[config.mk]
export PLATFORM = sky130hd
export DESIGN_NAME = fmdll_lock_ctrl_flat
export DESIGN_NICKNAME = d
export VERILOG_FILES = /design/src/rtl/fmdll_lock_ctrl_if.sv /design/src/rtl/fmdll_lock_ctrl.sv /design/src/flat_wrapper.sv
export SDC_FILE = /design/constraint.sdc
export NUM_CORES = 1
export LEC_CHECK = 0
export CORE_MARGIN = 8
export CORE_UTILIZATION = 50
export CTS_CLUSTER_DIAMETER = 30
export DETAILED_ROUTE_END_ITERATION = 8
export PLACE_DENSITY = 0.74
export SLEW_MARGIN = 20
export SYNTH_ARGS = -nofsm -noshare
export SYNTH_HDL_FRONTEND = slang
export SYNTH_SLANG_ARGS = --single-unit
[constraint.sdc]
create_clock -name clk_ext -period 3.05 [get_ports clk_ext]
set_input_delay 0.61 -clock clk_ext [delete_from_list [all_inputs] [get_ports clk_ext]]
set_output_delay 0.61 -clock clk_ext [all_outputs]
set_load 0.02 [all_outputs]
[src/rtl/fmdll_lock_ctrl_if.sv]
// Control/status bundle between the FMDLL lock controller and its surroundings.
// Signal suffixes are relative to the controller (slave): _i driven in, _o driven out.
interface fmdll_lock_ctrl_if #(
  parameter int CODE_W = 6
);
  logic              en_i;
  logic              sel_fine_i;
  logic [1:0]        m_i;
  logic [1:0]        m_counter_i;
  logic              n_wrap_tgl_i;
  logic [CODE_W-1:0] dco_code_o;
  logic              update_o;
  logic              locked_o;
  logic [1:0]        state_o;

  modport master (
    output en_i, sel_fine_i, m_i, m_counter_i, n_wrap_tgl_i,
    input  dco_code_o, update_o, locked_o, state_o
  );

  modport slave (
    input  en_i, sel_fine_i, m_i, m_counter_i, n_wrap_tgl_i,
    output dco_code_o, update_o, locked_o, state_o
  );
endinterface

[src/rtl/fmdll_lock_ctrl.sv]
// FMDLL frequency-lock controller: counts clk_out wrap events per reference window
// and steers the DCO code coarse, then fine, until lock.
module fmdll_lock_ctrl #(
  parameter int CODE_W      = 6,
  parameter int CODE_INIT   = 32,
  parameter int STEP_COARSE = 4,
  parameter int LOCK_CNT    = 4,
  parameter int UNLOCK_CNT  = 2
) (
  input  logic             clk_ext,
  input  logic             rst_n,
  fmdll_lock_ctrl_if.slave bus
);

  // state    | meaning
  // IDLE     | disabled, or discarding the first partial window after enable
  // COARSE   | large steps until match or step-direction reversal
  // FINE     | unit steps, counting consecutive matching windows
  // LOCKED   | lock asserted, unit trimming, counting consecutive misses
  localparam logic [1:0] ST_IDLE   = 2'd0;
  localparam logic [1:0] ST_COARSE = 2'd1;
  localparam logic [1:0] ST_FINE   = 2'd2;
  localparam logic [1:0] ST_LOCKED = 2'd3;

  localparam int MW = $clog2(LOCK_CNT + 1);
  localparam int UW = $clog2(UNLOCK_CNT + 1);

  localparam logic [CODE_W-1:0] CODE_RST = CODE_W'(CODE_INIT);
  localparam logic [CODE_W-1:0] CODE_MAX = '1;
  localparam logic [CODE_W-1:0] STEP_C   = CODE_W'(STEP_COARSE);
  localparam logic [CODE_W-1:0] ONE_C    = CODE_W'(1);
  localparam logic [MW-1:0]     MATCH_LAST = MW'(LOCK_CNT - 1);
  localparam logic [UW-1:0]     MISS_LAST  = UW'(UNLOCK_CNT - 1);

  logic [2:0]        tgl_q, tgl_d;
  logic [2:0]        win_cnt_q, win_cnt_d;
  logic [1:0]        state_q, state_d;
  logic [CODE_W-1:0] code_q, code_d;
  logic              upd_q, upd_d;
  logic              locked_q, locked_d;
  logic              en_q;
  logic              skip_q, skip_d;
  logic [MW-1:0]     match_q, match_d;
  logic [UW-1:0]     miss_q, miss_d;
  logic              dir_vld_q, dir_vld_d;
  logic              dir_up_q, dir_up_d;

  logic              n_evt, wb, en_rise;
  logic [2:0]        eval;
  logic              slow, match;
  logic [CODE_W-1:0] code_cup, code_cdn, code_fup, code_fdn;

  // tgl_q[1] is the synchronized toggle; tgl_q[2] is its one-cycle-old copy
  assign tgl_d   = {tgl_q[1:0], bus.n_wrap_tgl_i};
  assign n_evt   = tgl_q[1] ^ tgl_q[2];
  assign wb      = (bus.m_counter_i == bus.m_i);
  assign en_rise = bus.en_i & ~en_q;

  // An event arriving on the boundary cycle belongs to the window it closes
  assign eval      = (win_cnt_q == 3'd7) ? 3'd7 : win_cnt_q + {2'b00, n_evt};
  assign win_cnt_d = wb ? 3'd0 : eval;
  assign slow      = (eval == 3'd0);
  assign match     = (eval == 3'd1);

  assign code_cup = (code_q > CODE_MAX - STEP_C) ? CODE_MAX : code_q + STEP_C;
  assign code_cdn = (code_q < STEP_C) ? '0 : code_q - STEP_C;
  assign code_fup = (code_q == CODE_MAX) ? CODE_MAX : code_q + ONE_C;
  assign code_fdn = (code_q == '0) ? '0 : code_q - ONE_C;

  always_comb begin
    state_d   = state_q;
    code_d    = code_q;
    locked_d  = locked_q;
    skip_d    = skip_q;
    match_d   = match_q;
    miss_d    = miss_q;
    dir_vld_d = dir_vld_q;
    dir_up_d  = dir_up_q;
    upd_d     = 1'b0;

    if (!bus.en_i) begin
      state_d  = ST_IDLE;
      locked_d = 1'b0;
      skip_d   = 1'b0;
    end else if (en_rise) begin
      state_d  = ST_IDLE;
      code_d   = CODE_RST;
      locked_d = 1'b0;
      skip_d   = 1'b1;
    end else if (wb) begin
      case (state_q)
        ST_IDLE: begin
          if (skip_q) begin
            skip_d    = 1'b0;
            state_d   = bus.sel_fine_i ? ST_FINE : ST_COARSE;
            dir_vld_d = 1'b0;
            match_d   = '0;
            miss_d    = '0;
          end
        end
        ST_COARSE: begin
          // A direction reversal means the target lies within one coarse step
          if (match || (dir_vld_q && (dir_up_q != slow))) begin
            state_d = ST_FINE;
            match_d = '0;
          end else begin
            code_d    = slow ? code_cup : code_cdn;
            dir_vld_d = 1'b1;
            dir_up_d  = slow;
          end
        end
        ST_FINE: begin
          if (match) begin
            if (match_q == MATCH_LAST) begin
              state_d  = ST_LOCKED;
              locked_d = 1'b1;
              miss_d   = '0;
            end else begin
              match_d = match_q + 1'b1;
            end
          end else begin
            match_d = '0;
            code_d  = slow ? code_fup : code_fdn;
          end
        end
        default: begin
          if (match) begin
            miss_d = '0;
          end else begin
            code_d = slow ? code_fup : code_fdn;
            if (miss_q == MISS_LAST) begin
              state_d  = ST_FINE;
              locked_d = 1'b0;
              match_d  = '0;
              miss_d   = '0;
            end else begin
              miss_d = miss_q + 1'b1;
            end
          end
        end
      endcase
      upd_d = (code_d != code_q);
    end
  end

  always_ff @(posedge clk_ext or negedge rst_n) begin
    if (!rst_n) begin
      tgl_q     <= '0;
      win_cnt_q <= '0;
      state_q   <= ST_IDLE;
      code_q    <= CODE_RST;
      upd_q     <= 1'b0;
      locked_q  <= 1'b0;
      en_q      <= 1'b0;
      skip_q    <= 1'b0;
      match_q   <= '0;
      miss_q    <= '0;
      dir_vld_q <= 1'b0;
      dir_up_q  <= 1'b0;
    end else begin
      tgl_q     <= tgl_d;
      win_cnt_q <= win_cnt_d;
      state_q   <= state_d;
      code_q    <= code_d;
      upd_q     <= upd_d;
      locked_q  <= locked_d;
      en_q      <= bus.en_i;
      skip_q    <= skip_d;
      match_q   <= match_d;
      miss_q    <= miss_d;
      dir_vld_q <= dir_vld_d;
      dir_up_q  <= dir_up_d;
    end
  end

  assign bus.dco_code_o = code_q;
  assign bus.update_o   = upd_q;
  assign bus.locked_o   = locked_q;
  assign bus.state_o    = state_q;

endmodule

[src/flat_wrapper.sv]
// flat-port wrapper written by rule: the top's interface ports become plain ports
module fmdll_lock_ctrl_flat 
#(
  parameter int CODE_W      = 6,
  parameter int CODE_INIT   = 32,
  parameter int STEP_COARSE = 4,
  parameter int LOCK_CNT    = 4,
  parameter int UNLOCK_CNT  = 2
)
  (clk_ext, rst_n, bus_en_i, bus_sel_fine_i, bus_m_i, bus_m_counter_i, bus_n_wrap_tgl_i, bus_dco_code_o, bus_update_o, bus_locked_o, bus_state_o);
  fmdll_lock_ctrl_if #(.CODE_W(CODE_W)) bus_i ();
  input  logic clk_ext;
  input  logic rst_n;
  input wire logic [$bits(bus_i.en_i)-1:0] bus_en_i;
  input wire logic [$bits(bus_i.sel_fine_i)-1:0] bus_sel_fine_i;
  input wire logic [$bits(bus_i.m_i)-1:0] bus_m_i;
  input wire logic [$bits(bus_i.m_counter_i)-1:0] bus_m_counter_i;
  input wire logic [$bits(bus_i.n_wrap_tgl_i)-1:0] bus_n_wrap_tgl_i;
  output wire logic [$bits(bus_i.dco_code_o)-1:0] bus_dco_code_o;
  output wire logic [$bits(bus_i.update_o)-1:0] bus_update_o;
  output wire logic [$bits(bus_i.locked_o)-1:0] bus_locked_o;
  output wire logic [$bits(bus_i.state_o)-1:0] bus_state_o;
  assign bus_i.en_i = bus_en_i;
  assign bus_i.sel_fine_i = bus_sel_fine_i;
  assign bus_i.m_i = bus_m_i;
  assign bus_i.m_counter_i = bus_m_counter_i;
  assign bus_i.n_wrap_tgl_i = bus_n_wrap_tgl_i;
  assign bus_dco_code_o = bus_i.dco_code_o;
  assign bus_update_o = bus_i.update_o;
  assign bus_locked_o = bus_i.locked_o;
  assign bus_state_o = bus_i.state_o;
  fmdll_lock_ctrl #(.CODE_W(CODE_W), .CODE_INIT(CODE_INIT), .STEP_COARSE(STEP_COARSE), .LOCK_CNT(LOCK_CNT), .UNLOCK_CNT(UNLOCK_CNT)) u_core (.clk_ext(clk_ext), .rst_n(rst_n), .bus(bus_i));
endmodule
==> results.py, run 1 <==
metrics = {
    "drt": {
        "wirelength_mm": 5.86,
        "vias": 2158,
        "postRouteAntennaNets": 0,
        "drcViolationCount": 0,
        "drtPass1Iterations": 5,
        "viasPerCell": 6.20,
        "drtIter0Drc": 238,
        "wl_per_cell_um": 16.8,
    },
    "cts": {
        "htree_levels": 1,
        "cts_hold_buf": 0,
        "cts_tree": "yes",
        "clock_latency_ns": 0.27,
        "root_buffer": "clkbuf_8",
        "clk_path_buf_depth": 2,
        "clk_pin_slew_worst_paths_ns": 0.10,
        "cts_made_buffers": 3,
        "cts.sinks": 25,
    },
    "timing": {
        "hold_viol_final": 0,
        "clock_skew_ns": 0.00370,
        "drv_slew": 0,
        "max_freq_mhz": 348,
        "tightest_slew_ns": 0.625,
        "slew_headroom_pct": 58.2,
        "fin_tns_setup_ns": 0,
        "min_period_ns": 2.87,
        "fin_ws_ns": 0.176,
        "finalCritPeriodShare_pct": 94.2,
        "report.final.setup_viol": 0,
        "rsz0062_at_grt": "false",
    },
    "die": {
        "chipHeight_um": 81.5,
        "initial_core_util_pct": 50.7,
        "die_area_um2": 6640,
        "core-area_um2": 4230,
        "fp.dieW_um": 81.5,
        "placementRows": 24,
        "pin_count": 19,
    },
    "grt": {
        "grt_pass1_vias": 2012,
        "groute.usage.overall_pct": 18.2,
        "grt_max_degree": 26,
        "grt_antenna_before_repair": 0,
        "overflow": 0,
        "grt_pass1_wl_mm": 9.74,
    },
    "power_and_ir_drop": {
        "leakage_nw": 1.07,
        "power.total_mw": 1.42,
        "pwr-share-clk_pct": 14.8,
        "sw_frac_of_total_pct": 44.3,
        "p_int_mw": 0.790,
        "combPwrFrac_pct": 56.7,
        "power_switching_mw": 0.627,
        "ir_drop_v": 0.000388,
        "power_frac_seq_pct": 28.5,
        "p_per_area_nw_per_um2": 550,
    },
    "final_layout": {
        "area_growth_pct": 20.0,
        "final_nets": 319,
        "final_cell_mix": "27 x nor2_1, 26 x nand2_1, 24 x dfrtp_1, 21 x buf_4, 18 x clkdlybuf4s50_1",
        "final_common_cell": "nor2_1",
        "drive_above_1_share_pct": 15.9,
        "final_util_pct": 60.8,
        "insertedDiodeCount": 0,
    },
    "yosys": {
        "yosysTopAreaCell": "dfrtp_1",
        "async_flop_share_pct": 100,
        "yosys_warnings": 0,
        "ys_types": 64,
        "ys_ff_latch": 25,
        "synth_top_area_share_pct": 28.0,
        "synth_fp_nets": 290,
        "ys.flop_type": "dfrtp_1",
        "synth_seq_area_share_pct": 29.2,
        "synth_edf_count": 0,
        "syn_avg_cell_area_um2": 8.01,
        "synthTopCellsByArea": "dfrtp_1 28%, ha_1 7.6%, nor2_1 4.9%, nand2_1 4.5%, o21ai_0 3.0%",
        "syn-cell-area_um2": 2150,
        "synthCells": 268,
    },
    "setup_path": {
        "endpoint": "u_core.bus.update_o",
        "rr_worst_depth": 11,
        "worstReg2RegEnd": "u_core.bus.update_o",
        "r2r_start": "u_core.tgl_q[1]",
        "critPathMaxFanout": 4,
        "critical_path.endpoint_type": "flop",
        "start_kind": "flop",
        "crit_type": "reg -> reg",
        "arrival_ns": 3.02,
        "cp.required_ns": 3.19,
        "critPathLaunch": "u_core.tgl_q[1]",
        "reg2reg_slack_ns": 0.18,
    },
    "min_path": {
        "hold_depth": 0,
        "hp-class": "reg -> reg",
    },
    "run_status": {
        "status": "finished, final reports clean",
    },
    "placement": {
        "place_congestion": 0.973,
        "dp.final_hpwl_mm": 4.36,
        "place_ws_ns": 0.102,
        "io_buffers": 18,
    },
    "job": {
        "maxCapViolations": 0,
    },
}
logic make-up (layout without fill, tap and decap cells):
kind of cell	Yosys count	after routing	share of synthesized area [%]
buf+inv	29	57	5.95
fa+ha+maj	13	13	7.58
xor+xnor	6	6	2.45
mux	10	10	5.01
simple gates	114	114	27.3
flops	25	25	29.2
compound gates	71	71	22.4
critical path, cell delays in order, from the launching register on:
cell and delay (ns):
dfrtp_1 0.40, xor2_1 0.15, ha_1 0.21, ha_4 0.29, nor3_1 0.06, a21oi_2 0.15
nand2_1 0.11, o221a_1 0.29, and3_1 0.19, or4_1 0.51, nor4_2 0.28, a31oi_1 0.12
per-layer routing:
metal	up-vias	part of all wire, %	track usage, %
met5	-	0	0
met4	0	1.4	4.64
met3	8	5.6	1.97
met2	80	48	29.8
met1	1026	45	25.0
li1	1044	-	-
power groups by stage:
stage,Combinational [mW],Clock [mW],Sequential (mW)
after detailed placement,0.738,0,0.404
after floorplan,0.535,0,0.398
after CTS,0.743,0.211,0.397
final,0.803,0.210,0.403
after global placement,0.745,0,0.402
after global routing,0.876,0.227,0.410
what timing repair did:
| action | in CTS | in global routing |
|---|---|---|
| resized for setup | 0 | 10 |
| setup endpoints to repair | 0 | 5 |
| setup buffers | 0 | 0 |
final cells by class:
cell class / count / area, um^2
Tap cell: 52 / 65.1
Sequential cell: 25 / 627
Clock inverter: 1 / 8.76
Clock buffer: 3 / 41.3
Timing Repair Buffer: 39 / 338
Multi-Input combinational cell: 214 / 1440
Fill cell: 377 / 1660
Inverter: 14 / 52.6
flip-flops by register name, summed over array words and instances (netlist names):
name,cells
u_core.en_q,1
u_core.bus.locked_o,1
u_core.bus.state_o,2
u_core.skip_q,1
u_core.miss_q,2
u_core.win_cnt_q,3
u_core.bus.dco_code_o,6
u_core.dir_vld_q,1
u_core.dir_up_q,1
u_core.match_q,3
u_core.bus.update_o,1
u_core.tgl_q,3
per-stage QoR:
stage	cell area, um^2	hold WS [ns]	std cells
floorplan	2150	0.314	268
global placement	2470	0.333	344
detailed placement	2470	0.342	344
CTS	2520	0.365	348
global route	2570	0.379	348
finish	2570	0.363	348
how the worst min path moves through the flow:
stage / startpoint / end
2_1_floorplan: rst_n / u_core.bus.dco_code_o[0]
3_3_place_gp: u_core.tgl_q[0] / u_core.tgl_q[1]
3_5_place_dp: u_core.tgl_q[0] / u_core.tgl_q[1]
4_1_cts: u_core.tgl_q[0] / u_core.tgl_q[1]
5_1_grt: u_core.tgl_q[0] / u_core.tgl_q[1]
6_report: u_core.tgl_q[0] / u_core.tgl_q[1]
synthesized netlist by cell type (4+ instances only):
library cell / number
dfrtp_1: 24
nand3_1: 10
nand2_1: 26
o21ai_0: 13
nor4_1: 6
nor3_1: 8
a31oi_1: 6
or3_1: 4
inv_1: 11
nor2_1: 28
clkbuf_1: 10
nand4_1: 9
mux2i_1: 4
a21oi_1: 12
ha_1: 13
xor2_1: 5
Note: power is estimated with default switching activity, not from simulation.
==> run 2, diff against run 1 <==
CAP_MARGIN = 20   (was not set)
==> results of run 2 <==
No change in the layout: final DEF, timing and power equal those of run 1.
==> run 3, diff against run 2 <==
PLACE_DENSITY = 0.72   (was 0.74)
clock period = 2.9 ns   (was 3.05 ns; I/O delays follow)
==> results.py, run 3 (synthesized netlist as in run 1, its figures left out) <==
metrics = {
    "run_status": {
        "status": "finished, final reports clean",
    },
    "setup_path": {
        "crit_type": "reg -> reg",
        "rr_worst_depth": 12,
        "crit_family": "simple AND/OR/NAND/NOR gates",
        "critical_path.endpoint_type": "flop",
        "start_kind": "flop",
        "cp_slowest_cell": "or4_1",
        "critPathMaxFanout": 7,
        "crit_cells": 12,
        "path_cells": "xor2_1 -> ha_1 -> ha_4 -> and2_4 -> a21o_4 -> nand2_4 -> buf_4 -> mux2i_2 -> nor4_1 -> or4_1 -> nor4_2 -> a31oi_1",
        "cpPeakStageDelay_ns": 0.42,
        "arrival_ns": 2.97,
        "critPathBufInv": 1,
        "cp.required_ns": 3.06,
    },
    "cts": {
        "cts_made_buffers": 3,
        "root_buffer": "clkbuf_8",
        "cts_hold_buf": 0,
        "clock_latency_ns": 0.28,
        "htree_levels": 1,
        "cts_tree": "yes",
        "clk_path_buf_depth": 2,
        "cts.sinks": 25,
        "clk_pin_slew_worst_paths_ns": 0.09,
    },
    "grt": {
        "grt_max_degree": 26,
        "overflow": 0,
        "groute.usage.overall_pct": 19.4,
        "grt_pass1_vias": 2118,
        "grt_pass1_wl_mm": 10.1,
        "grt_antenna_before_repair": 0,
    },
    "drt": {
        "drtIter0Drc": 247,
        "drcViolationCount": 0,
        "postRouteAntennaNets": 0,
        "wirelength_mm": 6.34,
        "drtPass1Iterations": 7,
        "wl_per_cell_um": 17.6,
        "viasPerCell": 6.29,
        "vias": 2266,
    },
    "die": {
        "initial_core_util_pct": 50.7,
        "fp.dieW_um": 81.5,
        "die_area_um2": 6640,
        "chipHeight_um": 81.5,
        "pin_count": 19,
        "placementRows": 24,
        "core-area_um2": 4230,
    },
    "power_and_ir_drop": {
        "p_per_area_nw_per_um2": 599,
        "power.total_mw": 1.61,
        "ir_drop_v": 0.000296,
        "leakage_nw": 1.12,
    },
    "final_layout": {
        "final_nets": 331,
        "largest_register_ffs": 6,
        "insertedDiodeCount": 0,
        "final_cell_mix": "33 x buf_4, 27 x nor2_1, 26 x nand2_1, 23 x dfrtp_1, 18 x clkdlybuf4s50_1",
        "area_growth_pct": 25.1,
        "drive_above_1_share_pct": 20.8,
        "final_common_cell": "buf_4",
    },
    "timing": {
        "report.final.setup_viol": 0,
        "finalCritPeriodShare_pct": 96.9,
        "max_freq_mhz": 356,
        "clock_skew_ns": 0.00352,
        "slew_headroom_pct": 71.6,
        "tightest_slew_ns": 0.424,
        "hold_ws_ns": 0.362,
        "drv_slew": 0,
        "fin_tns_setup_ns": 0,
        "hold_viol_final": 0,
        "min_period_ns": 2.81,
    },
    "placement": {
        "io_buffers": 18,
        "place_congestion": 0.969,
        "dp.final_hpwl_mm": 4.72,
    },
    "min_path": {
        "hold_depth": 0,
        "hp-class": "reg -> reg",
    },
    "job": {
        "maxCapViolations": 0,
    },
}
==> run 3: final cells by class <==
cell class                      instances  area, um^2
Sequential cell                        25         628
Inverter                               14        52.6
Clock inverter                          1        7.51
Timing Repair Buffer                   51         428
Tap cell                               52        65.1
Clock buffer                            3        41.3
Multi-Input combinational cell        214        1460
Fill cell                             369        1550
==> run 3: path summary, 6_finish.rpt <==
path                                  from                        to  slack (ns)
max in group asynchronous            rst_n  u_core.bus.dco_code_o[5]        1.95
max                        u_core.tgl_q[2]       u_core.bus.update_o        0.09
min                        u_core.tgl_q[0]           u_core.tgl_q[1]        0.36
min in group asynchronous            rst_n         u_core.match_q[0]        0.65
max reg2reg                u_core.tgl_q[2]       u_core.bus.update_o        0.09
min reg2reg                u_core.tgl_q[0]           u_core.tgl_q[1]        0.36
==> run 3: metal layers <==
| metal | part of all wire (%) | vias up | wire length (um) | track usage, % |
|---|---|---|---|---|
| met3 | 6.9 | 19 | 434 | 2.19 |
| li1 | - | 1063 | - | - |
| met5 | 0 | - | 0 | 0 |
| met4 | 2.1 | 0 | 136 | 9.11 |
| met1 | 43 | 1061 | 2730 | 25.2 |
| met2 | 48 | 123 | 3030 | 31.4 |
==> run 3: what timing repair did <==
item | in CTS | in global routing
setup endpoints to repair | 1 | 6
gates resized for setup | 2 | 13
buffers inserted | 0 | 1
pin swaps | 0 | 1
==> run 3: power breakdown <==
group	internal, mW	leakage [nW]	switching (mW)
Clock	0.0977	0.0217	0.121
Combinational	0.405	0.773	0.562
Sequential	0.384	0.328	0.0360
Total	0.887	1.12	0.719
==> run 3: metrics by stage <==
step	util, %	setup WS [ns]	instance area (um^2)	cells
finish	63.4	0.0907	2680	360
global route	63.4	-0.00266	2680	360
CTS	61.7	0.00531	2610	359
detailed placement	60.4	-0.0481	2560	355
global placement	60.4	0.0104	2560	355
floorplan	-	0.0218	2150	268
==> RTL edit: new RTL, flow settings as in run 2 <==
`LOCK_CNT` is set to 4 in 2 places; all go to 16.
--- a/src/rtl/fmdll_lock_ctrl.sv
+++ b/src/rtl/fmdll_lock_ctrl.sv
@@ -4,7 +4,7 @@
   parameter int CODE_W      = 6,
   parameter int CODE_INIT   = 32,
   parameter int STEP_COARSE = 4,
-  parameter int LOCK_CNT    = 4,
+  parameter int LOCK_CNT    = 16,
   parameter int UNLOCK_CNT  = 2
 ) (
   input  logic             clk_ext,
--- a/src/flat_wrapper.sv
+++ b/src/flat_wrapper.sv
@@ -4,7 +4,7 @@
   parameter int CODE_W      = 6,
   parameter int CODE_INIT   = 32,
   parameter int STEP_COARSE = 4,
-  parameter int LOCK_CNT    = 4,
+  parameter int LOCK_CNT    = 16,
   parameter int UNLOCK_CNT  = 2
 )
   (clk_ext, rst_n, bus_en_i, bus_sel_fine_i, bus_m_i, bus_m_counter_i, bus_n_wrap_tgl_i, bus_dco_code_o, bus_update_o, bus_locked_o, bus_state_o);
Formal check against the unedited RTL: not equivalent (Yosys sat finds a counterexample within 10 cycles, from zero or initial values and one cycle with rst_n low).
==> RTL edit against run 2 <==
  * Sequential cell count grew 2
  * Die area is 8.2% higher
  * Synthesized area grew 10%
  * Setup slack gained 37 ps
  * Power grew 26%
  * Critical path depth unchanged
  * Wire length grew 5.6%
  * Design area rose by 1.9%
  * Largest cell class unchanged
==> RTL edit: results (changes against run 2) <==
CP delay by family, top compound AO/OA/AOI/OAI gates; CTS clk-pin slew, worst paths 100 ps (about the same); ANT cells 0 (unchanged); fraction of layout instances using a drive strength above 1 14.3% (-1.6 points); post-CTS resize count 0 (unchanged); outcome finished, final reports clean; Setup Crit Path Kind register to register; Synth Warn # 0 (unchanged); GR met2 Demand/Resource 25.9% (-3.8 points); DRT iter0 DRCs 248 (+4.2%); class of the worst hold path register to register; overall routing resource usage 17.3% (-0.89 points); worst-margin pin slew 559 ps (-65.5 ps); reg2reg setup slack 210 ps (+40 ps); final wirelength 6190 µm (+5.6%); metal3 WL 443 µm (+35%); Unique masters post-synth 72 (+13%); clock root buffer master clkbuf_8; clock buffer count from CTS 3 (unchanged); Syn Nets 295 (+1.7%); DR WL met2 2790 µm (about the same); Layout Nets 317 (-0.63%); Place WS 291 ps (+189 ps); Leak 0.00104 µW (-3.3%); vias in the first global route 2031 (+0.94%); Slowest-stage cell, CP o31ai_1; Syn Area/Cell 8.66 µm² (+8.2%); Period Utilization, post-route 93.0% (-1.2 points); synth cell count leaders 32 x nand2_1, 26 x dfrtp_1, 18 x o21ai_0; largest net degree at the start of global routing 18 (-31%); GPL Wtd Cong 0.977 (+0.37%); WL/cell 17.8 µm (+5.6%); Post-DP HPWL 4720 µm (+8.2%); synth top area cells dfrtp_1 28%, ha_1 6.9%, nand2_1 5.1%; sequential area share after synthesis 28.6% (-0.59 points); worst vdd ir 0.000340 V (-12%); Post-DP Area 2570 µm² (+4.0%); hold_sp u_core.tgl_q[0]; Critical Path Fanout Max 6 (+2); Worst-Skew Late Latency around 280 ps; Setup Fix Bufs, Post-CTS 0 (unchanged); first-pass GRT wire length 10300 µm (+6.2%); WHS 365 ps (+1.71 ps); slowest cell delay on critical path 490 ps (-20 ps); Via Count 2216 (+2.7%); wl on met1 2860 µm (+7.4%); crit path DAT 3040 ps (+20 ps); met1 Resource Use GR 24.7% (-0.24 points); met3 GRT Util 2.73% (+0.76 points); clock skew 1.34 ps (-2.35 ps)
==> RTL edit: logic make-up (layout without fill, tap and decap cells) <==
| logic type | after synthesis | in the layout | share of synthesized area (%) |
|---|---|---|---|
| buffers and inverters | 28 | 49 | 7.67 |
| adders and majority gates | 13 | 13 | 6.88 |
| and+or+nand+nor | 100 | 100 | 22.6 |
| xor gates and xnor gates | 6 | 6 | 2.22 |
| DFF | 27 | 27 | 28.6 |
| AOI/OAI and AO/OA | 95 | 95 | 29.5 |
| muxes | 4 | 4 | 2.49 |
==> RTL edit: power breakdown <==
group	switching [µW]	internal (µW)
logic	677	423
registers	64.7	403
clock network	124	96.2
total	866	922
==> RTL edit: final cells by class <==
type | instances | area, µm²
Sequential cell | 27 | 677
Inverter | 16 | 60.1
Fill cell | 407 | 2010
Clock inverter | 1 | 8.76
Clock buffer | 3 | 41.3
Timing Repair Buffer | 29 | 263
Tap cell | 54 | 67.6
Multi-Input combinational cell | 218 | 1510
